File: config.mk
export PLATFORM = sky130hd
export DESIGN_NAME = hf_reader_sequencer_flat
export DESIGN_NICKNAME = d
export VERILOG_FILES = /design/src/rtl/hf_reader_sequencer_if.sv /design/src/rtl/hf_reader_sequencer.sv /design/src/flat_wrapper.sv
export SDC_FILE = /design/constraint.sdc
export NUM_CORES = 1
export LEC_CHECK = 0
export CAP_MARGIN = 10
export CORE_ASPECT_RATIO = 1.5
export CORE_MARGIN = 4
export CORE_UTILIZATION = 56
export CTS_CLUSTER_SIZE = 25
export DETAILED_ROUTE_END_ITERATION = 10
export GPL_TIMING_DRIVEN = 0
export PLACE_DENSITY = 0.8
export SYNTH_ARGS = -nofsm -noshare
export SYNTH_HDL_FRONTEND = slang
export SYNTH_SLANG_ARGS = --single-unit
export TNS_END_PERCENT = 10
File: constraint.sdc
create_clock -name osc_clk -period 3.4 [get_ports osc_clk]
set_input_delay 0.51 -clock osc_clk [delete_from_list [all_inputs] [get_ports osc_clk]]
set_output_delay 0.51 -clock osc_clk [all_outputs]
set_load 0.01 [all_outputs]
File: src/rtl/hf_reader_sequencer_if.sv
// Reader-side bus between the HF transaction controller and its host/demodulator.
// Host supplies config, TX bytes and the per-slot demod decision; the sequencer returns modulation controls, RX bits and status.
interface hf_reader_sequencer_if;
    localparam int unsigned LEN_W  = 10;
    localparam int unsigned GRD_W  = 8;
    localparam int unsigned TO_W   = 12;
    localparam int unsigned BYTE_W = 8;

    logic              start;
    logic [LEN_W-1:0]  tx_len;
    logic [GRD_W-1:0]  guard_slots;
    logic [TO_W-1:0]   rx_timeout;
    logic [BYTE_W-1:0] tx_data;
    logic              tx_valid;
    logic              tx_ready;
    logic              curbit;
    logic [2:0]        mod_type;
    logic              mod_sig;
    logic              rx_bit;
    logic              rx_bit_valid;
    logic              busy;
    logic              done;
    logic [1:0]        status;

    modport master (
        output start, tx_len, guard_slots, rx_timeout, tx_data, tx_valid, curbit,
        input  tx_ready, mod_type, mod_sig, rx_bit, rx_bit_valid, busy, done, status
    );

    modport slave (
        input  start, tx_len, guard_slots, rx_timeout, tx_data, tx_valid, curbit,
        output tx_ready, mod_type, mod_sig, rx_bit, rx_bit_valid, busy, done, status
    );
endinterface

File: src/rtl/hf_reader_sequencer.sv
// HF reader transaction sequencer: transmit tx_len bits as carrier pauses, wait a guard gap,
// then listen for the tag response slot by slot until an end-of-frame zero run or a timeout.
module hf_reader_sequencer #(
    parameter int unsigned SLOT_TICKS = 16,
    parameter int unsigned END_SLOTS  = 2
) (
    input logic                    osc_clk,
    input logic                    reset,
    hf_reader_sequencer_if.slave   bus
);
    localparam int unsigned PH_W = (SLOT_TICKS > 1) ? $clog2(SLOT_TICKS) : 1;
    localparam int unsigned ZR_W = $clog2(END_SLOTS + 1);
    localparam logic [PH_W-1:0] PH_LAST = PH_W'(SLOT_TICKS - 1);
    localparam logic [ZR_W-1:0] ZR_END  = ZR_W'(END_SLOTS);

    localparam logic [2:0] MT_OFF    = 3'b000;
    localparam logic [2:0] MT_LISTEN = 3'b011;
    localparam logic [2:0] MT_MOD    = 3'b100;

    localparam logic [1:0] ST_OK       = 2'd0;
    localparam logic [1:0] ST_TIMEOUT  = 2'd1;
    localparam logic [1:0] ST_UNDERRUN = 2'd2;

    typedef enum logic [2:0] {
        S_IDLE, S_LOAD, S_TX, S_GUARD, S_LISTEN, S_RX, S_FIN
    } state_e;

    state_e          state_q, state_d;
    logic [PH_W-1:0] phase_q, phase_d;
    logic [9:0]      bits_q, bits_d;
    logic [7:0]      shreg_q, shreg_d;
    logic [2:0]      bitidx_q, bitidx_d;
    logic [7:0]      guard_cnt_q, guard_cnt_d;
    logic [11:0]     to_cnt_q, to_cnt_d;
    logic [ZR_W-1:0] zrun_q, zrun_d;
    logic [7:0]      cfg_guard_q, cfg_guard_d;
    logic [11:0]     cfg_to_q, cfg_to_d;
    logic            tx_ready_q, tx_ready_d;
    logic [2:0]      mod_type_q, mod_type_d;
    logic            mod_sig_q, mod_sig_d;
    logic            rx_bit_q, rx_bit_d;
    logic            rx_bit_valid_q, rx_bit_valid_d;
    logic            busy_q, busy_d;
    logic            done_q, done_d;
    logic [1:0]      status_q, status_d;
    logic            slot_end_c;

    assign slot_end_c = (phase_q == PH_LAST);

    // Next-state, counters and registered-output values
    always_comb begin
        state_d        = state_q;
        bits_d         = bits_q;
        shreg_d        = shreg_q;
        bitidx_d       = bitidx_q;
        guard_cnt_d    = guard_cnt_q;
        to_cnt_d       = to_cnt_q;
        zrun_d         = zrun_q;
        cfg_guard_d    = cfg_guard_q;
        cfg_to_d       = cfg_to_q;
        mod_sig_d      = mod_sig_q;
        rx_bit_d       = rx_bit_q;
        rx_bit_valid_d = 1'b0;
        status_d       = status_q;
        phase_d        = phase_q;

        unique case (state_q)
            S_IDLE: begin
                if (bus.start) begin
                    state_d     = S_LOAD;
                    bits_d      = bus.tx_len;
                    cfg_guard_d = bus.guard_slots;
                    cfg_to_d    = bus.rx_timeout;
                    status_d    = ST_OK;
                end
            end
            S_LOAD: begin
                if (tx_ready_q && bus.tx_valid) begin
                    state_d   = S_TX;
                    shreg_d   = bus.tx_data;
                    bitidx_d  = 3'd0;
                    mod_sig_d = bus.tx_data[0];
                end else if (slot_end_c) begin
                    state_d  = S_FIN;
                    status_d = ST_UNDERRUN;
                end
            end
            S_TX: begin
                if (slot_end_c) begin
                    bits_d = bits_q - 10'd1;
                    if (bits_q == 10'd1) begin
                        state_d = S_GUARD;
                    end else if (bitidx_q == 3'd7) begin
                        // Byte boundary: the refill handshake lands on this slot's last cycle
                        if (tx_ready_q && bus.tx_valid) begin
                            shreg_d   = bus.tx_data;
                            bitidx_d  = 3'd0;
                            mod_sig_d = bus.tx_data[0];
                        end else begin
                            state_d  = S_FIN;
                            status_d = ST_UNDERRUN;
                        end
                    end else begin
                        shreg_d   = shreg_q >> 1;
                        bitidx_d  = bitidx_q + 3'd1;
                        mod_sig_d = shreg_q[1];
                    end
                end
            end
            S_GUARD: begin
                if (cfg_guard_q == 8'd0) begin
                    state_d = S_LISTEN;
                end else if (slot_end_c) begin
                    if (guard_cnt_q == cfg_guard_q - 8'd1) state_d = S_LISTEN;
                    else guard_cnt_d = guard_cnt_q + 8'd1;
                end
            end
            S_LISTEN: begin
                // A zero timeout wraps to 4095 here, giving the full 4096-slot window
                if (slot_end_c) begin
                    if (bus.curbit) begin
                        state_d        = S_RX;
                        rx_bit_d       = 1'b1;
                        rx_bit_valid_d = 1'b1;
                    end else if (to_cnt_q == cfg_to_q - 12'd1) begin
                        state_d  = S_FIN;
                        status_d = ST_TIMEOUT;
                    end else begin
                        to_cnt_d = to_cnt_q + 12'd1;
                    end
                end
            end
            S_RX: begin
                if (slot_end_c) begin
                    rx_bit_d       = bus.curbit;
                    rx_bit_valid_d = 1'b1;
                    if (bus.curbit) begin
                        zrun_d = '0;
                    end else if (zrun_q + ZR_W'(1) == ZR_END) begin
                        state_d  = S_FIN;
                        status_d = ST_OK;
                    end else begin
                        zrun_d = zrun_q + ZR_W'(1);
                    end
                end
            end
            S_FIN: begin
                state_d = S_IDLE;
            end
            default: begin
                state_d = S_IDLE;
            end
        endcase

        if (state_d != state_q) begin
            phase_d     = '0;
            guard_cnt_d = '0;
            to_cnt_d    = '0;
            zrun_d      = '0;
        end else begin
            phase_d = slot_end_c ? '0 : phase_q + PH_W'(1);
        end

        unique case (state_d)
            S_TX:                     mod_type_d = MT_MOD;
            S_GUARD, S_LISTEN, S_RX:  mod_type_d = MT_LISTEN;
            default:                  mod_type_d = MT_OFF;
        endcase

        if (state_d != S_TX) mod_sig_d = 1'b0;

        tx_ready_d = (state_d == S_LOAD) ||
                     ((state_d == S_TX) && (phase_d == PH_LAST) &&
                      (bitidx_d == 3'd7) && (bits_d > 10'd1));
        busy_d = (state_d != S_IDLE) && (state_d != S_FIN);
        done_d = (state_d == S_FIN);
    end

    // State and output registers
    always_ff @(posedge osc_clk) begin
        if (reset) begin
            state_q        <= S_IDLE;
            phase_q        <= '0;
            bits_q         <= '0;
            shreg_q        <= '0;
            bitidx_q       <= '0;
            guard_cnt_q    <= '0;
            to_cnt_q       <= '0;
            zrun_q         <= '0;
            cfg_guard_q    <= '0;
            cfg_to_q       <= '0;
            tx_ready_q     <= 1'b0;
            mod_type_q     <= MT_OFF;
            mod_sig_q      <= 1'b0;
            rx_bit_q       <= 1'b0;
            rx_bit_valid_q <= 1'b0;
            busy_q         <= 1'b0;
            done_q         <= 1'b0;
            status_q       <= ST_OK;
        end else begin
            state_q        <= state_d;
            phase_q        <= phase_d;
            bits_q         <= bits_d;
            shreg_q        <= shreg_d;
            bitidx_q       <= bitidx_d;
            guard_cnt_q    <= guard_cnt_d;
            to_cnt_q       <= to_cnt_d;
            zrun_q         <= zrun_d;
            cfg_guard_q    <= cfg_guard_d;
            cfg_to_q       <= cfg_to_d;
            tx_ready_q     <= tx_ready_d;
            mod_type_q     <= mod_type_d;
            mod_sig_q      <= mod_sig_d;
            rx_bit_q       <= rx_bit_d;
            rx_bit_valid_q <= rx_bit_valid_d;
            busy_q         <= busy_d;
            done_q         <= done_d;
            status_q       <= status_d;
        end
    end

    assign bus.tx_ready     = tx_ready_q;
    assign bus.mod_type     = mod_type_q;
    assign bus.mod_sig      = mod_sig_q;
    assign bus.rx_bit       = rx_bit_q;
    assign bus.rx_bit_valid = rx_bit_valid_q;
    assign bus.busy         = busy_q;
    assign bus.done         = done_q;
    assign bus.status       = status_q;
endmodule

File: src/flat_wrapper.sv
// flat-port wrapper written by rule: the top's interface ports become plain ports
module hf_reader_sequencer_flat 
#(
    parameter int unsigned SLOT_TICKS = 16,
    parameter int unsigned END_SLOTS  = 2
)
  (osc_clk, reset, bus_start, bus_tx_len, bus_guard_slots, bus_rx_timeout, bus_tx_data, bus_tx_valid, bus_curbit, bus_tx_ready, bus_mod_type, bus_mod_sig, bus_rx_bit, bus_rx_bit_valid, bus_busy, bus_done, bus_status);
  hf_reader_sequencer_if bus_i ();
  input logic osc_clk;
  input logic reset;
  input wire logic [$bits(bus_i.start)-1:0] bus_start;
  input wire logic [$bits(bus_i.tx_len)-1:0] bus_tx_len;
  input wire logic [$bits(bus_i.guard_slots)-1:0] bus_guard_slots;
  input wire logic [$bits(bus_i.rx_timeout)-1:0] bus_rx_timeout;
  input wire logic [$bits(bus_i.tx_data)-1:0] bus_tx_data;
  input wire logic [$bits(bus_i.tx_valid)-1:0] bus_tx_valid;
  input wire logic [$bits(bus_i.curbit)-1:0] bus_curbit;
  output wire logic [$bits(bus_i.tx_ready)-1:0] bus_tx_ready;
  output wire logic [$bits(bus_i.mod_type)-1:0] bus_mod_type;
  output wire logic [$bits(bus_i.mod_sig)-1:0] bus_mod_sig;
  output wire logic [$bits(bus_i.rx_bit)-1:0] bus_rx_bit;
  output wire logic [$bits(bus_i.rx_bit_valid)-1:0] bus_rx_bit_valid;
  output wire logic [$bits(bus_i.busy)-1:0] bus_busy;
  output wire logic [$bits(bus_i.done)-1:0] bus_done;
  output wire logic [$bits(bus_i.status)-1:0] bus_status;
  assign bus_i.start = bus_start;
  assign bus_i.tx_len = bus_tx_len;
  assign bus_i.guard_slots = bus_guard_slots;
  assign bus_i.rx_timeout = bus_rx_timeout;
  assign bus_i.tx_data = bus_tx_data;
  assign bus_i.tx_valid = bus_tx_valid;
  assign bus_i.curbit = bus_curbit;
  assign bus_tx_ready = bus_i.tx_ready;
  assign bus_mod_type = bus_i.mod_type;
  assign bus_mod_sig = bus_i.mod_sig;
  assign bus_rx_bit = bus_i.rx_bit;
  assign bus_rx_bit_valid = bus_i.rx_bit_valid;
  assign bus_busy = bus_i.busy;
  assign bus_done = bus_i.done;
  assign bus_status = bus_i.status;
  hf_reader_sequencer #(.SLOT_TICKS(SLOT_TICKS), .END_SLOTS(END_SLOTS)) u_core (.osc_clk(osc_clk), .reset(reset), .bus(bus_i));
endmodule
==> metrics.md, run 1 <==
| Metric | Value |
|---|---|
| Crit path time final | 3.32 ns |
| PnR worst setup slack | 0.0804 ns |
| Tightest Pin Transition | 0.951 ns |
| Fraction of registers with async set/reset | 0 |
| CTS sink cnt | just under 80 |
| Via count | 4600 |
| Seq cells post-synth | 79 |
| Vias/cell | 6.04 |
| Crit share post-route | 0.976 |
| Maximum clock rate | 301 MHz |
| Power Density | 419 nW/um^2 |
| Max-cap violation count | 0 |
| Hold EP | u_core.shreg_q[7]$_SDFFE_PP0P_ |
| Area grow syn2layout | 21.3% |
| Hold Path Origin | u_core.shreg_q[7]$_SDFFE_PP0P_ |
| DRT Wirelength | 12900 um |
| Path category of the worst min-delay check | reg -> reg |
| Worst r2r dst | u_core.bus.tx_ready$_SDFF_PP0_ |
| Final TNS setup | 0 ns |
| Global route overflow | 0 |
| CP Class | reg -> reg |
| Worst reg2reg path depth | 11 |
| Initial Utilization | 0.573 |
| Diode count | 0 |
| Layout fillers | 698 |
| Pin count of the biggest net entering global routing | 14 |
| Placer congestion estimate | 0.904 |
| Core area | 7960 um^2 |
| CTS buffer count | 9 |
| Area of the multi-input gates | 2840 um^2 |
| Die height | approximately 120 um |
| Clock Tree Root | clkbuf_16 |
| CTS clk-pin slew, worst paths | 0.06 ns |
| Port bufs | between 50 and 60 |
| CP arrival | 3.60 ns |
| Unique cell type count in the Yosys netlist | 68 |
| Net Count, Synth | about 640 |
| Req. time, crit path | 3.68 ns |
| Mapped Area | 4560 um^2 |
| H-tree depth | 3 |
| Outcome | completed |
| Cells after Synth | approximately 600 |
| Top_reg_cell synth | dfxtp_1 |
| Clk Latency, worst-skew pair | 0.34 ns |
| Total die area | 9690 um^2 |
| CTS tree | built |
| Antenna Nets Post-Route | 0 |
| EDFF count, synth | 0 |
| Clock skew | 0.00880 ns |
| Synth Warn # | 0 |
| Crit end category | flop |
| Vias in the first global route | 4626 |
| Critical Path Start Type | flop |
| Pre-antenna DRT Iters | 4 |
| Fin. max-slew vios | 0 |
| Chip Width | 81.7 um |
| Seq/Total Area, Yosys | 0.347 |
| # rows | 40 |
| Setup slack, reg-to-reg | 0.08 ns |
| Final Hold Vio Count | 0 |
| HPWL after DPL | 9710 um |
| Worst rel slew slack | 0.364 |
| DRC marker count from the first detailed-route iteration | 207 |
| Reg2Reg Launch Point | u_core.cfg_to_q[0]$_SDFFE_PP0P_ |
| RSZ-0062 raised after global routing | true |
| DRC | 0 |
| Hold Path Cell Cnt | 2 |
| I/O Pins | 54 |
| Wire length per cell | 16.9 um |
| Nets | 707 |
| Initial antenna violation count | 0 |
| Layout cell share with drive strength beyond 1 | 0.0654 |
| Post-place setup slack | -0.0457 ns |
| Storage cell area | 1580 um^2 |
| Final setup vio count | 0 |
| Peak supply drop | 0.293 mV |
| Cts hold-fix bufs | 0 |
| Tot GR Track Use | 0.279 |
| Critical path peak fanout | 7 |
| CTS max path bufs | 2 |
| P_leak | 1.98 nW |
| First-pass GRT wire length | 21200 um |
| Worst hold slack | 0.469 ns |
| Syn avg cell area | between 7 and 8 um^2 |
==> cell families after synthesis <==
family,after synthesis,synth area share
adders and majority gates,11,0.0302
xor gates and xnor gates,29,0.0557
DFF,79,0.347
AOI/OAI and AO/OA,145,0.207
muxes,8,0.0181
buffers and inverters,43,0.0378
and+or+nand+nor,274,0.305
==> placed cells by master (no fill, tap or decap), types with 4 or more instances in the layout <==
cell type,n
xnor2_1,17
a31oi_1,7
nand4b_1,4
xor2_1,12
o21ai_0,31
ha_1,10
nor3b_1,6
and3_1,4
nand3_1,18
nor4_1,9
nor2b_1,12
or3_1,9
and2_1,8
o22ai_1,6
nand2b_1,9
clkdlybuf4s50_1,51
clkbuf_1,22
a22oi_1,5
a21oi_1,52
nand4_1,10
nor3_1,26
inv_1,15
o211ai_1,7
nor2_1,61
dfxtp_1,79
nand2_1,76
clkbuf_16,9
mux2i_1,6
a211oi_1,6
==> power breakdown <==
part	internal, mW	switching, mW
registers	0.964	0.0482
clock network	0.487	0.391
logic	0.193	0.235
==> flip-flops by register name (all words and copies together) (netlist names) <==
signal                   cells
u_core.shreg_q               7
u_core.bitidx_q              3
u_core.phase_q               4
u_core.bus.rx_bit_valid      1
u_core.bus.mod_sig           1
u_core.bits_q               10
u_core.cfg_to_q             12
u_core.state_q               3
u_core.bus.status            2
u_core.bus.done              1
u_core.cfg_guard_q           8
u_core.zrun_q                2
u_core.to_cnt_q             12
u_core.guard_cnt_q           8
u_core.bus.rx_bit            1
u_core.bus.mod_type          2
u_core.bus.tx_ready          1
u_core.bus.busy              1
==> per-stage QoR <==
stage | utilization | std cells | cell area, um^2 | total power, mW
floorplan | - | 589 | 4560 | 1.30
global placement | 0.654 | 745 | 5200 | 1.43
detailed placement | 0.655 | 745 | 5210 | 1.45
CTS | 0.692 | 762 | 5500 | 2.31
global route | 0.695 | 762 | 5530 | 2.42
finish | 0.695 | 762 | 5530 | 2.32
==> area by class of cell <==
type / instances / share of cell area
plain buffers: 28 / 0.0224
flip-flops and latches: 79 / 0.286
clock inverters: 6 / 0.00701
well taps: 105 / 0.0237
repair buffers: 53 / 0.0972
inverters: 15 / 0.0102
multi-input cells: 467 / 0.513
clock buffers: 9 / 0.0407
==> what timing repair did <==
action / in CTS / in global routing
pin swaps: 1 / 2
endpoints found under the setup margin: 1 / 26
setup buffers: 2 / 0
gates resized for setup: 0 / 6
==> cell usage after synthesis (3+ instances only) <==
library cell	n	share of area
a22oi_1	5	0.0082
a31oi_1	7	0.0096
o22ai_1	6	0.0082
nor3b_1	6	0.0099
nand4b_1	4	0.0077
a21o_1	3	0.0049
nor4_1	9	0.012
nand4_1	10	0.014
clkbuf_1	22	0.018
xor2_1	12	0.023
a21oi_1	52	0.057
nand3_1	18	0.020
o21ai_0	31	0.034
nor2b_1	12	0.016
a211oi_1	6	0.0099
nand2_1	76	0.063
buf_4	3	0.0049
o311a_1	3	0.0066
buf_1	3	0.0025
and3_1	4	0.0055
nand2b_1	9	0.012
mux2i_1	6	0.013
o211ai_1	7	0.012
inv_1	15	0.012
nor3_1	26	0.029
or3_1	9	0.012
dfxtp_1	79	0.35
or2_2	3	0.0041
nor2_1	62	0.051
ha_1	11	0.030
and2_1	8	0.011
xnor2_1	17	0.033
==> critical path, stage by stage (launching register included) <==
cell and delay (ns):
dfxtp_1 0.36, inv_1 0.08, ha_2 0.21, or3b_2 0.48
or4_1 0.44, xnor2_1 0.15, or4_4 0.52, nor3_4 0.25
buf_4 0.19, a2111oi_4 0.11, a2111o_1 0.33, o21ai_1 0.13
==> worst max path at each step <==
| stage | to | cells past startpoint | slack [ns] | startpoint |
|---|---|---|---|---|
| after floorplan | u_core.to_cnt_q[10]$_SDFFE_PP0P_ | 11 | 0.38 | u_core.cfg_to_q[0]$_SDFFE_PP0P_ |
| after global placement | u_core.bus.tx_ready$_SDFF_PP0_ | 10 | -0.63 | bus_start |
| after detailed placement | u_core.bus.tx_ready$_SDFF_PP0_ | 9 | -0.05 | bus_start |
| after CTS | u_core.bus.mod_type[1]$_SDFF_PP0_ | 11 | 0.003 | u_core.cfg_to_q[0]$_SDFFE_PP0P_ |
| after global routing | u_core.bus.mod_type[1]$_SDFF_PP0_ | 8 | -0.01 | u_core.cfg_guard_q[5]$_SDFFE_PP0P_ |
| final | u_core.bus.tx_ready$_SDFF_PP0_ | 11 | 0.08 | u_core.cfg_to_q[0]$_SDFFE_PP0P_ |
==> layer usage <==
metal | GRT usage | part of all wire | vias to the layer above
met2 | 0.496 | 0.53 | 133
met5 | 0 | 0 | -
met4 | 0.164 | 0.038 | 0
met1 | 0.294 | 0.38 | 2173
li1 | - | - | 2254
met3 | 0.0503 | 0.043 | 40
Power figures use the tool's default switching activity.
==> run 2: changes to the inputs <==
- CTS_CLUSTER_SIZE: 25 -> 14
- GPL_TIMING_DRIVEN: 0 -> default
==> metrics.md, run 2 (synthesized netlist as in run 1, its figures left out) <==
| Metric | Value |
|---|---|
| Antenna Nets Post-Route | 0 (unchanged) |
| CP peak stage delay | 0.50 ns (-0.02 ns) |
| Max-cap violation count | 0 (unchanged) |
| WL met1 | 4560 um (-7.9%) |
| Critical Path Start Type | flop |
| Core Util, Final | 0.692 (-0.00346) |
| Nets | 691 (-2.3%) |
| Met2 WL | 6410 um (-7.0%) |
| Initial Utilization | 0.573 (unchanged) |
| CP arrival | 3.44 ns (-0.16 ns) |
| CTS tree | built |
| Global route overflow | 0 (unchanged) |
| Post-CTS Repair Setup Buffers | 0 (-2) |
| Max stage delay cell, worst path | or4_4 |
| Hold Path Origin | u_core.bus.status[1]$_SDFFE_PP0P_ |
| Vias in the first global route | 4583 (-0.93%) |
| I/O Pins | 54 (unchanged) |
| Layout fillers | 671 (-3.9%) |
| Final Hold Vio Count | 0 (unchanged) |
| Chip Width | 81.7 um (unchanged) |
| Cell Area, Placed | 5210 um^2 (about the same) |
| DR WL met3 | 729 um (+31%) |
| Crit path time final | 3.22 ns (-0.0954 ns) |
| Req. time, crit path | 3.62 ns (-0.06 ns) |
| DRC marker count from the first detailed-route iteration | 296 (+43%) |
| Placer congestion estimate | 0.893 (-1.3%) |
| Fin. max-slew vios | 0 (unchanged) |
| Final TNS setup | 0 ns (unchanged) |
| # rows | 40 (unchanged) |
| Pre-antenna DRT Iters | 6 (+2) |
| P_leak | 2.01 nW (+1.5%) |
| Setup slack, reg-to-reg | 0.18 ns (+0.10 ns) |
| H-tree depth | 3 (unchanged) |
| Clk Latency, worst-skew pair | 0.34 ns (about the same) |
| HPWL after DPL | 9100 um (-6.2%) |
| Clock skew | 0.00789 ns (-0.000915 ns) |
| Outcome | completed |
| Diode count | 0 (unchanged) |
| Core area | 7960 um^2 (unchanged) |
| Cts hold-fix bufs | 0 (unchanged) |
| Worst r2r dst | u_core.phase_q[3]$_SDFF_PP0_ |
| Top Family by Delay on Critical Path | simple AND/OR/NAND/NOR gates |
| Tot GR Track Use | 0.268 (-0.0109) |
| Die height | 119 um (unchanged) |
| Final setup vio count | 0 (unchanged) |
| Most frequent cells in the layout | dfxtp_1 (79), nand2_1 (76), nor2_1 (62) |
| First-pass GRT wire length | 20500 um (-3.5%) |
| Worst rel slew slack | 0.528 (+0.163) |
| Hold Path Cell Cnt | 2 (unchanged) |
| Uppermost routed layer | met4 |
| Crit end category | flop |
| Crit path cell chain | inv_1 > ha_1 > or3b_2 > or4_1 > xnor2_1 > or4_4 > nor3_4 > a21oi_1 > o2111ai_2 > buf_12 > a311oi_1 |
| Initial antenna violation count | 0 (unchanged) |
| Levels on crit path | 11 (unchanged) |
| Regs by FF count | u_core.cfg_to_q: 12 flops, u_core.to_cnt_q: 12 flops, u_core.bits_q: 10 flops |
| Post-Layout Inst Area | 5510 um^2 (-0.50%) |
| Commonest non-fill, non-tap cell in the layout | dfxtp_1 |
| Worst path bufs/invs | 2 (unchanged) |
| CP Class | reg -> reg |
| RSZ-0062 raised after global routing | false |
| Tightest Pin Transition | 0.702 ns (-0.249 ns) |
| Pin count of the biggest net entering global routing | 28 (+14) |
| Crit share post-route | 0.948 (-0.0280) |
| Vias/cell | 6.21 (+2.8%) |
| CTS max path bufs | 2 (unchanged) |
| Reg2Reg Launch Point | u_core.cfg_to_q[0]$_SDFFE_PP0P_ |
| Total die area | 9690 um^2 (unchanged) |
| DRT Wirelength | 12400 um (-3.4%) |
| Peak supply drop | 0.311 mV (+6.0%) |
| CTS sink cnt | 79 (unchanged) |
| Port bufs | 53 (+3.9%) |
| Maximum clock rate | 310 MHz (+3.0%) |
| Layout cell share with drive strength beyond 1 | 0.0764 (+0.0110) |
| Hold EP | u_core.bus.status[1]$_SDFFE_PP0P_ |
| Power Density | 434 nW/um^2 (+3.5%) |
| CTS buffer count | 9 (unchanged) |
| Path category of the worst min-delay check | reg -> reg |
| Critical path peak fanout | 26 (+19) |
| Clock Tree Root | clkbuf_16 |
| CTS clk-pin slew, worst paths | 0.06 ns (about the same) |
| Area grow syn2layout | 20.6% |
| Worst reg2reg path depth | 11 (unchanged) |
| Via count | 4630 (+0.65%) |
| Wire length per cell | 16.7 um (-1.3%) |
| DRC | 0 (unchanged) |
-- run 2: changes by cell type in the layout (fill, tap and decap cells not counted), moves of 2 or more --
cell and delta:
buf_1 -3, buf_4 +9, buf_6 -2, clkbuf_1 -22, clkinvlp_4 -2
-- run 2: worst min-delay path, cell delays in order (launching register included) --
cell	delay, ns
dfxtp_1	0.31
nand2_1	0.05
a21oi_1	0.05
-- run 2: through the flow --
stage               worst slack, ns  power (mW)  hold WS [ns]  cells
floorplan                     0.383        1.30         0.432    589
global placement              0.275        1.43         0.445    731
detailed placement            0.197        1.45         0.454    731
CTS                           0.142        2.40         0.467    746
global route                 0.0396        2.50         0.511    746
finish                        0.176        2.39         0.466    746
-- run 2: timing repair --
| item | 4_1_cts | 5_1_grt |
|---|---|---|
| gates resized for setup | 0 | 1 |
| endpoints found under the setup margin | 0 | 1 |
| endpoints found under the hold margin | 0 | 0 |
-- run 2: how the worst max path moves through the flow --
stage	from	endpoint	slack (ns)
CTS	u_core.cfg_to_q[0]$_SDFFE_PP0P_	u_core.bus.mod_type[1]$_SDFF_PP0_	0.14
detailed placement	u_core.cfg_to_q[0]$_SDFFE_PP0P_	u_core.bus.mod_type[1]$_SDFF_PP0_	0.20
finish	u_core.cfg_to_q[0]$_SDFFE_PP0P_	u_core.phase_q[3]$_SDFF_PP0_	0.18
global route	u_core.cfg_to_q[0]$_SDFFE_PP0P_	u_core.phase_q[3]$_SDFF_PP0_	0.04
global placement	u_core.cfg_to_q[0]$_SDFFE_PP0P_	u_core.phase_q[3]$_SDFF_PP0_	0.28
floorplan	u_core.cfg_to_q[0]$_SDFFE_PP0P_	u_core.to_cnt_q[10]$_SDFFE_PP0P_	0.38
-- run 2: power breakdown --
part	switching, mW	total, mW	internal, mW
clock	0.385	0.947	0.563
sequential	0.0503	1.01	0.964
combinational	0.232	0.428	0.195
-- run 2: layout make-up --
| cell class | count | area [um^2] | share of cell area |
|---|---|---|---|
| well taps | 105 | 131 | 0.0239 |
| clock inverters | 6 | 62.6 | 0.0114 |
| multi-input cells | 467 | 2820 | 0.512 |
| clock buffers | 9 | 225 | 0.0409 |
| inverters | 15 | 56.3 | 0.0102 |
| repair buffers | 65 | 628 | 0.114 |
| flip-flops and latches | 79 | 1580 | 0.287 |
-- run 2: routing by layer --
| metal | vias up | track usage |
|---|---|---|
| li1 | 2213 | - |
| met1 | 2172 | 0.281 |
| met2 | 190 | 0.465 |
| met3 | 55 | 0.0541 |
| met4 | 0 | 0.177 |
| met5 | - | 0 |
==> run 3: changes to the inputs <==
- CELL_PAD_IN_SITES_DETAIL_PLACEMENT: default -> 0
- CELL_PAD_IN_SITES_GLOBAL_PLACEMENT: default -> 1
- CORE_UTILIZATION: 56 -> 42
- MAX_ROUTING_LAYER: default -> met4
- PLACE_DENSITY: 0.8 -> default
- PLACE_DENSITY_LB_ADDON: default -> 0.1
==> metrics.md, run 3 (synthesized netlist as in run 1, its figures left out) <==
| Metric | Value |
|---|---|
| DR WL met3 | 339 um (-53%) |
| Crit end category | flop |
| First-pass GRT wire length | 20600 um (+0.57%) |
| Worst rel slew slack | 0.493 (-0.0342) |
| Dpl cells | 774 (+5.9%) |
| Pin count of the biggest net entering global routing | 32 (+14%) |
| Fin. max-slew vios | 0 (unchanged) |
| Reported net switching power | 0.656 mW (-1.6%) |
| Post_cts resized | 0 (unchanged) |
| Final setup vio count | 0 (unchanged) |
| P_leak | 2.01 nW (about the same) |
| Clock skew | 0.00519 ns (-0.00269 ns) |
| Total die area | 12600 um^2 (+30%) |
| Combinational Power Share | 0.181 (+0.002) |
| Worst hold slack | 0.453 ns (-0.0124 ns) |
| Total power | 2.33 mW (-2.3%) |
| Tot GR Track Use | 0.210 (-0.0577) |
| CP Class | reg -> reg |
| Met2 WL | 6790 um (+6.0%) |
| Die height | 136 um (+14%) |
| Clk pwr share | 0.384 (-0.012) |
| Nets | 695 (+0.58%) |
| Power Density | 420 nW/um^2 (-3.3%) |
| Cts hold-fix bufs | 0 (unchanged) |
| Pre-antenna DRT Iters | 4 (-2) |
| Vias in the first global route | 4358 (-4.9%) |
| CTS tree | built |
| DRT Wirelength | 12700 um (+2.0%) |
| CTS sink cnt | 79 (unchanged) |
| DRC marker count from the first detailed-route iteration | 155 (-48%) |
| Chip Width | 93.1 um (+14%) |
| CTS clk-pin slew, worst paths | 0.06 ns (about the same) |
| CP arrival | 3.52 ns (+0.08 ns) |
| Req. time, crit path | 3.67 ns (+0.05 ns) |
| Initial Utilization | 0.431 (-0.143) |
| Peak supply drop | 0.261 mV (-16%) |
| Layout cell share with drive strength beyond 1 | 0.0759 (-0.000592) |
| Antenna Nets Post-Route | 0 (unchanged) |
| WL met1 | 5280 um (+16%) |
| Tightest Pin Transition | 0.753 ns (+0.0508 ns) |
| Critical Path Start Type | flop |
| Clk Latency, worst-skew pair | 0.34 ns (about the same) |
| Maximum clock rate | 308 MHz (-0.82%) |
| Port bufs | 53 (unchanged) |
| CTS buffer count | 9 (unchanged) |
| Outcome | completed |
| CTS max path bufs | 2 (unchanged) |
| H-tree depth | 3 (unchanged) |
| Pint | 1.68 mW (-2.5%) |
| DRC | 0 (unchanged) |
| Uppermost routed layer | met4 |
| RSZ-0062 raised after global routing | false |
| I/O Pins | 54 (unchanged) |
| Regs by FF count | u_core.cfg_to_q: 12 flops, u_core.to_cnt_q: 12 flops, u_core.bits_q: 10 flops |
| Commonest non-fill, non-tap cell in the layout | dfxtp_1 |
| # rows | 46 (+15%) |
| Vias/cell | 5.58 (-10%) |
| Clock Tree Root | clkbuf_16 |
| Area grow syn2layout | 21.9% |
| Most frequent cells in the layout | dfxtp_1 (79), nand2_1 (76), nor2_1 (62) |
| Sw frac | 0.281 (+0.00193) |
| Post-CTS Repair Setup Buffers | 0 (unchanged) |
| Path category of the worst min-delay check | reg -> reg |
| Flop pwr share | 0.435 (+0.010) |
| Crit share post-route | 0.956 (+0.00784) |
| Placer congestion estimate | 0.876 (-1.8%) |
| Wire length per cell | 16.1 um (-3.7%) |
| Global route overflow | 0 (unchanged) |
| Max-cap violation count | 0 (unchanged) |
| Final TNS setup | 0 ns (unchanged) |
| Final Hold Vio Count | 0 (unchanged) |
| Initial antenna violation count | 0 (unchanged) |
| Layout Cells excl Fill | 790 (+5.9%) |
| Critical path peak fanout | 7 (-73%) |
| Via count | 4405 (-4.9%) |
| Crit path time final | 3.25 ns (+0.0267 ns) |
| Diode count | 0 (unchanged) |
| Core area | 10600 um^2 (+33%) |
| HPWL after DPL | 9570 um (+5.1%) |
-- run 3: changes by cell type in the layout (fill, tap and decap cells not counted), sizes merged --
cell,change
buf,+4
bufinv,-1
clkbuf,+5
clkinv,-4
clkinvlp,+1
-- run 3: final cells by class --
type	count	area (um^2)
Tap cell	144	180
Multi-Input combinational cell	467	2820
Inverter	15	56.3
Sequential cell	79	1580
Timing Repair Buffer	69	658
Clock buffer	14	254
Clock inverter	2	16.3
Fill cell	1060	5030
-- run 3: final timing paths --
kind                                        start                             end  slack (ns)  cells after the start
hold reg to reg    u_core.shreg_q[7]$_SDFFE_PP0P_  u_core.shreg_q[7]$_SDFFE_PP0P_        0.45                      2
setup reg to reg  u_core.cfg_to_q[0]$_SDFFE_PP0P_  u_core.bus.tx_ready$_SDFF_PP0_        0.15                     10
setup / recovery  u_core.cfg_to_q[0]$_SDFFE_PP0P_  u_core.bus.tx_ready$_SDFF_PP0_        0.15                     10
hold / removal     u_core.shreg_q[7]$_SDFFE_PP0P_  u_core.shreg_q[7]$_SDFFE_PP0P_        0.45                      2
-- run 3: through the flow --
step / util / setup WS, ns / cell area (um^2)
final: 0.525 / 0.149 / 5560
after CTS: 0.525 / 0.151 / 5560
after global placement: 0.500 / 0.264 / 5290
after detailed placement: 0.500 / 0.183 / 5290
after floorplan: - / 0.383 / 4560
after global routing: 0.525 / 0.0111 / 5560
-- run 3: critical path, stage by stage (launching register included) --
cell	delay, ns
dfxtp_1	0.36
inv_1	0.07
ha_1	0.21
or3b_2	0.50
or4_1	0.45
xnor2_1	0.16
or4_4	0.51
nor3_4	0.28
a2111oi_4	0.19
a2111o_1	0.32
o21ai_1	0.13
-- run 3: power groups by stage --
stage	registers [mW]	clock network, mW	logic (mW)
floorplan	1.02	0	0.282
global placement	1.03	0	0.415
detailed placement	1.04	0	0.423
CTS	1.01	0.919	0.426
global route	1.02	0.954	0.471
finish	1.02	0.896	0.423
-- run 3: metal layers --
metal,track usage,vias up
met2,0.386,83
met4,0.0839,0
met5,-,-
met1,0.226,2076
li1,-,2222
met3,0.0261,24
